--- config.mk ---
export PLATFORM = sky130hd
export DESIGN_NAME = i2s_rx
export DESIGN_NICKNAME = d
export VERILOG_FILES = /design/src/rtl/i2s_pkg.sv /design/src/rtl/i2s_rx_fifo.sv /design/src/rtl/i2s_rx.sv
export SDC_FILE = /design/constraint.sdc
export NUM_CORES = 1
export LEC_CHECK = 0
export ABC_AREA = 0
export ABC_CLOCK_PERIOD_IN_PS = 8300
export BUFFER_PORTS_ARGS = -buffer_cell sky130_fd_sc_hd__clkbuf_2
export CAP_MARGIN = 10
export CORE_UTILIZATION = 55
export DETAILED_ROUTE_END_ITERATION = 7
export GPL_ROUTABILITY_DRIVEN = 0
export PLACE_DENSITY = 0.75
export SYNTH_ARGS = -nofsm -noshare
export SYNTH_HDL_FRONTEND = slang
export SYNTH_SLANG_ARGS = --single-unit
--- constraint.sdc ---
create_clock -name CLK -period 8.3 [get_ports CLK]
set_input_delay 0.415 -clock CLK [delete_from_list [all_inputs] [get_ports CLK]]
set_output_delay 0.415 -clock CLK [all_outputs]
set_load 0.05 [all_outputs]
--- src/rtl/i2s_pkg.sv ---
// Shared types for the I2S receiver: sample/stereo words and the
// deserializer state encoding.
package i2s_pkg;

    localparam int DATA_W = 24;

    typedef logic signed [DATA_W-1:0] sample_t;

    typedef struct packed {
        sample_t l;
        sample_t r;
    } stereo_t;

    typedef enum logic [1:0] {
        IDLE  = 2'd0,
        SHIFT = 2'd1,
        HOLD  = 2'd2
    } rx_state_e;

endpackage

--- src/rtl/i2s_rx_fifo.sv ---
// Synchronous FIFO of stereo pairs with registered head.
// Ports: push/push_data write side, pop read side, head = oldest entry,
// full/empty flags and level = occupancy (0..DEPTH).
module i2s_rx_fifo #(
    parameter int DEPTH = 4
) (
    input  logic                     CLK,
    input  logic                     RESET,
    input  logic                     push,
    input  i2s_pkg::stereo_t         push_data,
    input  logic                     pop,
    output i2s_pkg::stereo_t         head,
    output logic                     full,
    output logic                     empty,
    output logic [$clog2(DEPTH):0]   level
);
    import i2s_pkg::*;

    localparam int AW = $clog2(DEPTH);

    stereo_t     mem_q [DEPTH];
    stereo_t     mem_d [DEPTH];
    logic [AW:0] wr_q, wr_d;
    logic [AW:0] rd_q, rd_d;
    logic        do_push;
    logic        do_pop;

    // Extra pointer MSB distinguishes full from empty.
    assign level = wr_q - rd_q;
    assign empty = (wr_q == rd_q);
    assign full  = (level == (AW+1)'(DEPTH));
    assign head  = mem_q[rd_q[AW-1:0]];

    // A pop frees the slot in the same cycle, so a full FIFO still
    // accepts a push when it is popped at the same time.
    assign do_pop  = pop & ~empty;
    assign do_push = push & (~full | do_pop);

    always_comb begin
        mem_d = mem_q;
        wr_d  = wr_q;
        rd_d  = rd_q;
        if (do_push) begin
            mem_d[wr_q[AW-1:0]] = push_data;
            wr_d = wr_q + (AW+1)'(1);
        end
        if (do_pop) begin
            rd_d = rd_q + (AW+1)'(1);
        end
    end

    always_ff @(posedge CLK or posedge RESET) begin
        if (RESET) begin
            for (int i = 0; i < DEPTH; i++) begin
                mem_q[i] <= '0;
            end
            wr_q <= '0;
            rd_q <= '0;
        end else begin
            mem_q <= mem_d;
            wr_q  <= wr_d;
            rd_q  <= rd_d;
        end
    end

endmodule

--- src/rtl/i2s_rx.sv ---
// I2S receiver: oversamples SCLK/LRCLK/Din, deserializes L/R words and
// queues complete stereo pairs behind a valid/ready pop interface.
// Ports: CLK/RESET system side; SCLK, LRCLK, Din from the codec; enable;
// sample_valid/ready/left/right handshake; fifo_level; sticky overflow
// with overflow_clear.
module i2s_rx #(
    parameter int DATA_W      = i2s_pkg::DATA_W,
    parameter int FIFO_DEPTH  = 4,
    parameter int SYNC_STAGES = 2
) (
    input  logic                          CLK,
    input  logic                          RESET,
    input  logic                          SCLK,
    input  logic                          LRCLK,
    input  logic                          Din,
    input  logic                          enable,
    output logic                          sample_valid,
    input  logic                          sample_ready,
    output logic [DATA_W-1:0]             sample_left,
    output logic [DATA_W-1:0]             sample_right,
    output logic [$clog2(FIFO_DEPTH):0]   fifo_level,
    output logic                          overflow,
    input  logic                          overflow_clear
);
    import i2s_pkg::*;

    localparam int CNT_W = $clog2(DATA_W + 1);

    logic [SYNC_STAGES-1:0] sclk_sync_q, sclk_sync_d;
    logic [SYNC_STAGES-1:0] lr_sync_q, lr_sync_d;
    logic [SYNC_STAGES-1:0] din_sync_q, din_sync_d;
    logic                   sclk_prev_q, sclk_prev_d;

    rx_state_e              state_q, state_d;
    logic                   lr_prev_q, lr_prev_d;
    logic                   chan_q, chan_d;
    logic [CNT_W-1:0]       cnt_q, cnt_d;
    logic [DATA_W-1:0]      sr_q, sr_d;
    logic [DATA_W-1:0]      left_hold_q, left_hold_d;
    logic                   have_left_q, have_left_d;
    logic                   push_q, push_d;
    stereo_t                push_data_q, push_data_d;
    logic                   overflow_q, overflow_d;

    logic    sclk_s, lr_s, din_s;
    logic    rise, boundary, shift_en, word_done;
    logic    fifo_full, fifo_empty, pop, drop;
    stereo_t fifo_head;

    assign sclk_s = sclk_sync_q[SYNC_STAGES-1];
    assign lr_s   = lr_sync_q[SYNC_STAGES-1];
    assign din_s  = din_sync_q[SYNC_STAGES-1];

    assign rise     = sclk_s & ~sclk_prev_q;
    // The bit on a boundary rise is the previous slot's LSB: never shifted.
    assign boundary = rise & (lr_s ^ lr_prev_q);
    assign shift_en = rise & ~boundary & enable & (state_q == SHIFT);
    assign word_done = shift_en & (cnt_q == CNT_W'(DATA_W - 1));

    // State register
    always_ff @(posedge CLK or posedge RESET) begin
        if (RESET) begin
            state_q <= IDLE;
        end else begin
            state_q <= state_d;
        end
    end

    // Next-state logic
    always_comb begin
        state_d = state_q;
        unique case (state_q)
            IDLE: begin
                if (boundary) state_d = SHIFT;
            end
            SHIFT: begin
                if (boundary) state_d = SHIFT;
                else if (word_done) state_d = HOLD;
            end
            HOLD: begin
                if (boundary) state_d = SHIFT;
            end
            default: state_d = IDLE;
        endcase
        if (!enable) state_d = IDLE;
    end

    // Datapath / output logic
    always_comb begin
        sclk_sync_d = {sclk_sync_q[SYNC_STAGES-2:0], SCLK};
        lr_sync_d   = {lr_sync_q[SYNC_STAGES-2:0], LRCLK};
        din_sync_d  = {din_sync_q[SYNC_STAGES-2:0], Din};
        sclk_prev_d = sclk_s;

        // lr_prev tracks LRCLK even while disabled so that re-enabling
        // waits for a genuine slot edge.
        lr_prev_d   = boundary ? lr_s : lr_prev_q;
        chan_d      = boundary ? lr_s : chan_q;
        cnt_d       = cnt_q;
        sr_d        = sr_q;
        left_hold_d = left_hold_q;
        have_left_d = have_left_q;
        push_d      = 1'b0;
        push_data_d = push_data_q;

        if (boundary) begin
            cnt_d = '0;
            // Slot ended before a full word: the frame is broken.
            if (state_q == SHIFT) have_left_d = 1'b0;
        end else if (shift_en) begin
            sr_d  = {sr_q[DATA_W-2:0], din_s};
            cnt_d = cnt_q + CNT_W'(1);
            if (word_done) begin
                if (!chan_q) begin
                    left_hold_d = sr_d;
                    have_left_d = 1'b1;
                end else if (have_left_q) begin
                    push_d        = 1'b1;
                    push_data_d.l = left_hold_q;
                    push_data_d.r = sr_d;
                    have_left_d   = 1'b0;
                end
            end
        end

        if (!enable) begin
            cnt_d       = '0;
            have_left_d = 1'b0;
        end

        // A drop in the same cycle as a clear keeps the flag set.
        overflow_d = drop | (overflow_q & ~overflow_clear);
    end

    always_ff @(posedge CLK or posedge RESET) begin
        if (RESET) begin
            sclk_sync_q <= '0;
            lr_sync_q   <= '0;
            din_sync_q  <= '0;
            sclk_prev_q <= 1'b0;
            lr_prev_q   <= 1'b0;
            chan_q      <= 1'b0;
            cnt_q       <= '0;
            sr_q        <= '0;
            left_hold_q <= '0;
            have_left_q <= 1'b0;
            push_q      <= 1'b0;
            push_data_q <= '0;
            overflow_q  <= 1'b0;
        end else begin
            sclk_sync_q <= sclk_sync_d;
            lr_sync_q   <= lr_sync_d;
            din_sync_q  <= din_sync_d;
            sclk_prev_q <= sclk_prev_d;
            lr_prev_q   <= lr_prev_d;
            chan_q      <= chan_d;
            cnt_q       <= cnt_d;
            sr_q        <= sr_d;
            left_hold_q <= left_hold_d;
            have_left_q <= have_left_d;
            push_q      <= push_d;
            push_data_q <= push_data_d;
            overflow_q  <= overflow_d;
        end
    end

    assign pop  = ~fifo_empty & sample_ready;
    assign drop = push_q & fifo_full & ~pop;

    i2s_rx_fifo #(
        .DEPTH     (FIFO_DEPTH)
    ) u_fifo (
        .CLK       (CLK),
        .RESET     (RESET),
        .push      (push_q),
        .push_data (push_data_q),
        .pop       (pop),
        .head      (fifo_head),
        .full      (fifo_full),
        .empty     (fifo_empty),
        .level     (fifo_level)
    );

    assign sample_valid = ~fifo_empty;
    assign sample_left  = fifo_head.l;
    assign sample_right = fifo_head.r;
    assign overflow     = overflow_q;

endmodule
==> results of run 1 <==
==> kinds of logic (layout without fill, tap and decap cells) <==
group / Yosys count / count (layout) / synth area share [%]
flops: 311 / 311 / 58.6
mux: 341 / 341 / 34.9
xor+xnor: 9 / 9 / 0.707
buf+inv: 52 / 140 / 2.21
fa+ha+maj: 9 / 9 / 0.905
simple gates: 37 / 37 / 1.86
compound gates: 14 / 14 / 0.773
==> metrics by stage <==
step / total power, uW / utilization (%)
2_1_floorplan: 1910 / -
3_3_place_gp: 2000 / 58.9
3_5_place_dp: 2010 / 58.9
4_1_cts: 3400 / 63.3
5_1_grt: 3490 / 63.3
6_report: 3370 / 63.3
==> final timing paths <==
| kind | from | endpoint |
|---|---|---|
| min in group asynchronous | RESET | cnt_q[1] |
| min | overflow_clear | overflow |
| min reg2reg | sclk_sync_q[0] | sclk_sync_q[1] |
| max in group asynchronous | RESET | u_fifo.mem_q[161] |
| max | u_fifo.wr_q[0] | u_fifo.mem_q[21] |
| max reg2reg | u_fifo.wr_q[0] | u_fifo.mem_q[21] |
==> layout make-up <==
| type | instances | area share, % |
|---|---|---|
| clock inverter | 10 | 0.856 |
| inverter | 10 | 0.277 |
| multi-input combinational | 410 | 35.1 |
| clock buffer | 43 | 5.98 |
| timing repair buffer | 77 | 2.92 |
| tap | 319 | 2.68 |
| sequential | 311 | 52.2 |
==> routing by layer <==
layer  global-route usage, %  wire [um]  vias to the layer above
li1                        -          -                     2949
met1                    30.3      11300                     3713
met2                    35.9      12600                      124
met3                    3.14        994                       38
met4                    6.01        471                        0
met5                       0          0                        -
==> power breakdown <==
part	switching, uW	leakage, uW	internal [uW]	total (uW)
logic	285	0.00256	148	433
registers	10.9	0.00432	1530	1540
clock network	560	0.000504	833	1390
total	856	0.00738	2510	3370
==> flip-flops by register name, summed over array words and instances (netlist names) <==
signal,cells
u_fifo.wr_q,3
overflow,1
state_q,2
sr_q,23
u_fifo.mem_q,192
din_sync_q,2
sclk_prev_q,1
chan_q,1
push_q,1
sclk_sync_q,2
have_left_q,1
u_fifo.rd_q,3
lr_sync_q,2
left_hold_q,24
cnt_q,5
push_data_q,48
==> placed cells by master (no fill, tap or decap), types with 2 or more instances in the layout <==
cell type | netlist | layout
dfrtp_1 | 311 | 309
clkbuf_8 | 0 | 7
inv_1 | 10 | 9
clkinvlp_4 | 0 | 2
nor2b_1 | 2 | 2
nand2_1 | 6 | 6
clkinv_2 | 0 | 6
nor2_1 | 6 | 6
a21boi_0 | 2 | 2
xnor2_1 | 4 | 4
clkbuf_2 | 0 | 60
mux4_2 | 48 | 48
nand2b_1 | 2 | 2
dfrtp_2 | 0 | 2
clkbuf_1 | 12 | 5
ha_1 | 8 | 8
buf_4 | 0 | 14
nand4_1 | 3 | 3
dlygate4sd3_1 | 0 | 3
bufinv_16 | 0 | 3
mux2_4 | 70 | 70
mux2i_1 | 3 | 3
a21oi_1 | 2 | 2
o21ai_0 | 6 | 6
xor2_1 | 4 | 4
nand3_1 | 4 | 4
mux2_2 | 220 | 220
clkbuf_16 | 0 | 31
nor3b_4 | 0 | 4
==> worst max-delay path: stages (launching register included) <==
cell	delay, ns
dfrtp_1	0.41
inv_1	0.15
ha_1	0.17
inv_1	0.06
fa_1	0.70
o41ai_4	0.20
nor3b_4	1.02
buf_4	0.46
mux2_2	0.38
==> timing repair <==
item | 4_1_cts | 5_1_grt
hold endpoints to repair | 3 | 0
hold buffers | 3 | 0
setup endpoints to repair | 0 | 0
==> run summary, run 1 <==
FINAL LAYOUT
------------------------------------------------------------------------------------------
Fraction of layout cells with a size suffix above 1 .........................        54.6%
Multi-input combinational cell area .........................................  0.00523 mm2
Final design instance area without fill .....................................   0.0149 mm2
Number of filler cells placed in the layout .................................         1708
Net total in the final layout ...............................................          857
Antenna Cells ...............................................................            0
Relative area change from synthesis to final layout .........................        12.3%
Register area ...............................................................  0.00778 mm2
Number of standard cells in the final layout excluding fillers ..............         1180

PLACEMENT
------------------------------------------------------------------------------------------
Number of placed cells counting well taps ...................................         1124
Placement Cell Area .........................................................   0.0139 mm2
Worst setup timing slack at the placement stage .............................      4.57 ns
Half-perimeter wire length after placement ..................................      15.2 mm
Number of buffers inserted by port buffering ................................           60

GLOBAL ROUTE
------------------------------------------------------------------------------------------
Largest net degree at the start of global routing ...........................           70
Overall track demand over capacity in global routing ........................        21.8%
Number of global-route vias before repair ...................................         7491
Number of antenna violations at the first check in global routing ...........            0
Global-route wire length before repair ......................................      41.5 mm
Total global routing overflow ...............................................            0

YOSYS
------------------------------------------------------------------------------------------
Synthesis Warnings ..........................................................            0
Count of flip-flops with a built-in enable after synthesis ..................            0
Cell count after synthesis ..................................................          773
Flops & latches, synth ......................................................          311
Predominant post-synthesis flop cell ........................................      dfrtp_1
Cell type with the highest aggregate area in the netlist ....................      dfrtp_1
Share of Yosys cell area claimed by the top area cell type ..................        58.6%
Most common cell in the synthesized netlist .................................      dfrtp_1
Top post-synthesis cells by area ............................................ dfrtp_1 59%, mux2_2 19%, mux4_2 8.1%
Top cells by count, synth ................................................... 311 x dfrtp_1, 220 x mux2_2, 70 x mux2_4
Post-synthesis instance area ................................................   0.0133 mm2
Async set or reset register ratio after synthesis ...........................         100%
Synthesized netlist net count ...............................................          790
Count of distinct cell types in the synthesized netlist .....................           39
Sequential area share after synthesis .......................................        58.6%
Avg Synthesized Cell Area ...................................................     17.2 um2

STA
------------------------------------------------------------------------------------------
Max-slew headroom ...........................................................        17.6%
Total of endpoints with negative setup slack in the final report ............            0
Worst clock skew ............................................................    0.0140 ns
Tmin final ..................................................................      3.68 ns
Transition at the pin with the smallest max-transition slack ................      1.23 ns
RSZ-0062 raised after global routing ........................................        false
Peak clock frequency supported by timing ....................................    0.272 GHz
Final sum of negative setup slack ...........................................         0 ns
Max Slew Vio Count ..........................................................            0
Total count of hold-check failures in the final report ......................            0
Final critical-path setup slack .............................................      4.62 ns
Final hold slack ............................................................    0.0519 ns
Fraction of the cycle the final worst path needs ............................        44.4%

DRT
------------------------------------------------------------------------------------------
Post-detailed-route via-to-cell ratio .......................................         5.78
Routed wire length ..........................................................      25.3 mm
Number of nets with antenna violations after routing ........................            0
Vias after detailed routing .................................................         6824
Average wire per cell in the routed design ..................................      21.4 um
First-pass iteration count of the detailed router ...........................            4
DRC errors left .............................................................            0
DRC marker count from the first detailed-route iteration ....................          396

FLOORPLAN
------------------------------------------------------------------------------------------
Row count ...................................................................           56
Width of the die ............................................................       157 um
Number of top-level pins ....................................................           61
Total core area .............................................................   0.0235 mm2
Die Area ....................................................................   0.0248 mm2
Die Y-Extent ................................................................       157 um
Starting Density ............................................................        56.4%

MIN PATH
------------------------------------------------------------------------------------------
HP Class .................................................................... primary input to flop
Depth of the worst hold-timing path .........................................            2

CLOCKING
------------------------------------------------------------------------------------------
Latest clock arrival within the worst-skew pair .............................      0.56 ns
Clock edge transition at the registers on the reported setup and hold paths .      0.06 ns
Sinks on the clock net ......................................................          311
H-Tree Level Count ..........................................................            1
Total CTS buffers ...........................................................           30
Maximum root-to-sink buffer count ...........................................            3
TritonCTS clock tree ........................................................          yes
Resized cells post-CTS ......................................................            0
Buffer type at the clock tree root ..........................................    clkbuf_16
Number of buffers inserted by post-CTS setup repair .........................            0

PWR
------------------------------------------------------------------------------------------
Pwr per Cell Area ...........................................................   226 mW/mm2
Static Leak .................................................................   0.00738 uW
Worst IR Drop VDD ...........................................................     0.153 mV

WORST SETUP PATH
------------------------------------------------------------------------------------------
WS Path Type ................................................................ flop to flop
Signal arrival time at the worst endpoint ...................................      4.11 ns
Maximum fanout encountered on the critical timing path ......................           20
Depth of the worst register-to-register path ................................            8
Required time of the critical path ..........................................      8.73 ns
Critical Path Sink Type .....................................................         flop
Register-to-Register Setup Slack ............................................      4.62 ns
Critical path launch point type .............................................         flop

OUTCOME
------------------------------------------------------------------------------------------
Status ...................................................................... finished, final reports clean

RUN
------------------------------------------------------------------------------------------
# Max-Cap Violations ........................................................            0

Power figures use the tool's default switching activity.
==> run 2: changes to the inputs <==
--- a/config.mk
+++ b/config.mk
@@ -6,13 +6,13 @@
 export NUM_CORES = 1
 export LEC_CHECK = 0
 export ABC_AREA = 0
-export ABC_CLOCK_PERIOD_IN_PS = 8300
+export ABC_CLOCK_PERIOD_IN_PS = 3700
 export BUFFER_PORTS_ARGS = -buffer_cell sky130_fd_sc_hd__clkbuf_2
 export CAP_MARGIN = 10
 export CORE_UTILIZATION = 55
 export DETAILED_ROUTE_END_ITERATION = 7
 export GPL_ROUTABILITY_DRIVEN = 0
-export PLACE_DENSITY = 0.75
+export PLACE_DENSITY = 0.73
 export SYNTH_ARGS = -nofsm -noshare
 export SYNTH_HDL_FRONTEND = slang
 export SYNTH_SLANG_ARGS = --single-unit
==> constraint.sdc (replaced) <==
create_clock -name CLK -period 3.7 [get_ports CLK]
set_input_delay 0.185 -clock CLK [delete_from_list [all_inputs] [get_ports CLK]]
set_output_delay 0.185 -clock CLK [all_outputs]
set_load 0.05 [all_outputs]
==> run 2 against run 1 <==
First-iteration DRC count decreased by 3.8%. Register-to-register slack lost 4.3 ns. Fmax rose by 8.6%. Total power increased by 130%. Core utilization up 0.76 points. Clock-buffer cell count increased by 4. Largest cell class unchanged. Critical endpoint is now u_fifo.mem_q[70].
==> run summary, run 2 (synthesized netlist as in run 1, its figures left out) <==
PWR
------------------------------------------------------------------------------------------
Total net switching power ...................................................      1950 uW
P_int .......................................................................      5790 uW
Share of power burned in registers ..........................................        44.6%
Static Leak .................................................................   0.00746 uW
Clock network fraction of design power ......................................        42.9%
Power share of the combinational group ......................................        12.6%
Switch share ................................................................        25.2%
Worst IR Drop VDD ...........................................................     0.519 mV
Pwr per Cell Area ...........................................................   513 mW/mm2
Overall power ...............................................................      7750 uW

FLOORPLAN
------------------------------------------------------------------------------------------
Die Y-Extent ................................................................       157 um
Width of the die ............................................................       157 um
Total core area .............................................................   0.0235 mm2
Number of top-level pins ....................................................           61
Row count ...................................................................           56
Starting Density ............................................................        56.4%
Die Area ....................................................................   0.0248 mm2

CLOCKING
------------------------------------------------------------------------------------------
Buffer type at the clock tree root ..........................................    clkbuf_16
TritonCTS clock tree ........................................................          yes
H-Tree Level Count ..........................................................            2
Resized cells post-CTS ......................................................            0
Clock edge transition at the registers on the reported setup and hold paths .      0.06 ns
Latest clock arrival within the worst-skew pair .............................      0.50 ns
Sinks on the clock net ......................................................          311
Maximum root-to-sink buffer count ...........................................            3
Total CTS buffers ...........................................................           34

STA
------------------------------------------------------------------------------------------
Fraction of the cycle the final worst path needs ............................        91.6%
Peak clock frequency supported by timing ....................................    0.295 GHz
Max-slew headroom ...........................................................        29.9%
Max Slew Vio Count ..........................................................            0
Total count of hold-check failures in the final report ......................            0
Tmin final ..................................................................      3.39 ns
Transition at the pin with the smallest max-transition slack ................      1.05 ns
Worst clock skew ............................................................    0.0218 ns
RSZ-0062 raised after global routing ........................................        false
Total of endpoints with negative setup slack in the final report ............            0

DRT
------------------------------------------------------------------------------------------
DRC errors left .............................................................            0
First-pass iteration count of the detailed router ...........................            4
Average wire per cell in the routed design ..................................      20.8 um
Post-detailed-route via-to-cell ratio .......................................         5.73
Top layer reached by signal wires ...........................................         met4
Detail Route met2 WL ........................................................      11.8 mm
Vias after detailed routing .................................................         6821
Number of nets with antenna violations after routing ........................            0
Met3 wire len ...............................................................       704 um
Wl on met1 ..................................................................      11.8 mm
Routed wire length ..........................................................      24.7 mm
DRC marker count from the first detailed-route iteration ....................          381

WORST SETUP PATH
------------------------------------------------------------------------------------------
Crit-path most repeated cell ................................................        inv_1
Critical path launch point type .............................................         flop
Start of the worst register-to-register path ................................ u_fifo.wr_q[0]
Register-to-Register Setup Slack ............................................      0.31 ns
Critical Path Sink Type .....................................................         flop
Signal arrival time at the worst endpoint ...................................      3.76 ns
Required time of the critical path ..........................................      4.07 ns
Reg-to-Reg End .............................................................. u_fifo.mem_q[70]
Depth of the worst register-to-register path ................................            9
Slowest cell delay on critical path .........................................      0.79 ns
WS Path Type ................................................................ flop to flop
Highest-delay cell along the critical path ..................................      nor3b_4
Cells along the critical path ............................................... inv_1, ha_1, inv_1, fa_1, xor3_1, nor4_4, nor3b_4, buf_12, mux2_2
Maximum fanout encountered on the critical timing path ......................           36

GLOBAL ROUTE
------------------------------------------------------------------------------------------
Overall track demand over capacity in global routing ........................        21.3%
Total global routing overflow ...............................................            0
Number of global-route vias before repair ...................................         7417
Global-route wire length before repair ......................................      40.8 mm
Largest net degree at the start of global routing ...........................          129
Number of antenna violations at the first check in global routing ...........            0

FINAL LAYOUT
------------------------------------------------------------------------------------------
Antenna Cells ...............................................................            0
Number of filler cells placed in the layout .................................         1705
Number of standard cells in the final layout excluding fillers ..............         1191
Fraction of layout cells with a size suffix above 1 .........................        54.5%
Commonest non-fill, non-tap cell in the layout ..............................      dfrtp_1
Largest registers in the final layout ....................................... u_fifo.mem_q: 192 flops, push_data_q: 48 flops, left_hold_q: 24 flops
Relative area change from synthesis to final layout .........................        13.6%
Net total in the final layout ...............................................          866
Max FFs per register ........................................................          192
Most frequent cells in the layout ........................................... 309 x dfrtp_1, 220 x mux2_2, 70 x mux2_4, 60 x clkbuf_2, 48 x mux4_2
Top reg by flops ............................................................ u_fifo.mem_q

MIN PATH
------------------------------------------------------------------------------------------
HP Class .................................................................... primary input to flop
Source of the worst hold timing path ........................................ sample_ready
Depth of the worst hold-timing path .........................................            3
Hold Path End ............................................................... u_fifo.rd_q[2]

PLACEMENT
------------------------------------------------------------------------------------------
Number of placed cells counting well taps ...................................         1125
Number of buffers inserted by port buffering ................................           60
Half-perimeter wire length after placement ..................................      14.8 mm

RUN
------------------------------------------------------------------------------------------
# Max-Cap Violations ........................................................            0

OUTCOME
------------------------------------------------------------------------------------------
Status ...................................................................... finished, final reports clean

run 2: changes by cell type in the layout (fill, tap and decap cells not counted), sizes merged:
cell         previous run  this run
inv                     9        10
clkbuf                103       107
clkinv                  6         7
dlygate4sd3             3         6
buf                    14        16
run 2: per-stage QoR:
stage | TNS (ns) | hold WS [ns] | area (um2) | setup slack (ns) | util, %
final | 0 | 0.0313 | 15100 | 0.310 | 64.1
after global routing | 0 | 0.0532 | 15100 | 0.147 | 64.1
after CTS | 0 | 0.0102 | 15100 | 0.0559 | 64.0
after detailed placement | 0 | 0.199 | 13900 | 0.0730 | 59.1
after global placement | 0 | 0.196 | 13900 | 0.147 | 59.1
after floorplan | -194.66 | 0.216 | 13300 | -0.626 | -
run 2: final cells by class:
type,instances,area [um2],area share [%]
flip-flops and latches,311,7780,51.6
clock inverters,12,141,0.937
clock buffers,47,961,6.37
repair buffers,82,531,3.52
multi-input cells,410,5230,34.7
well taps,319,399,2.65
inverters,10,41.3,0.274
run 2: per-layer routing:
| metal | up-vias | GRT usage, % |
|---|---|---|
| met5 | - | 0 |
| met4 | 0 | 5.73 |
| met3 | 37 | 3.39 |
| met2 | 96 | 33.4 |
| met1 | 3701 | 31.3 |
| li1 | 2987 | - |
run 2: critical path, delay by kind of cell (launching register included):
kind	cells	cell delay [ns]
xor+xnor	1	0.31
mux	1	0.38
buf+inv	3	0.57
fa+ha+maj	2	0.67
flops	1	0.40
simple gates	2	0.89
run 2: worst max path at each step:
stage,startpoint,end,slack (ns),depth (start not counted)
4_1_cts,u_fifo.wr_q[0],u_fifo.mem_q[22],0.06,9
5_1_grt,u_fifo.wr_q[0],u_fifo.mem_q[70],0.15,9
3_5_place_dp,u_fifo.wr_q[0],u_fifo.mem_q[45],0.07,9
3_3_place_gp,u_fifo.wr_q[0],u_fifo.mem_q[17],0.15,8
6_report,u_fifo.wr_q[0],u_fifo.mem_q[70],0.31,9
2_1_floorplan,RESET,chan_q,-0.63,1
run 2: what timing repair did:
action                                 CTS  global route
hold buffers                             6             0
buffers inserted                         0             1
endpoints found under the hold margin   18             0
setup endpoints to repair                0            34
run 2: power groups by stage:
stage               Combinational, uW  Clock (uW)  Sequential [uW]
finish                            973        3320             3450
global route                     1050        3530             3450
CTS                               996        3400             3450
detailed placement                986           0             3510
global placement                  965           0             3510
floorplan                         762           0             3520
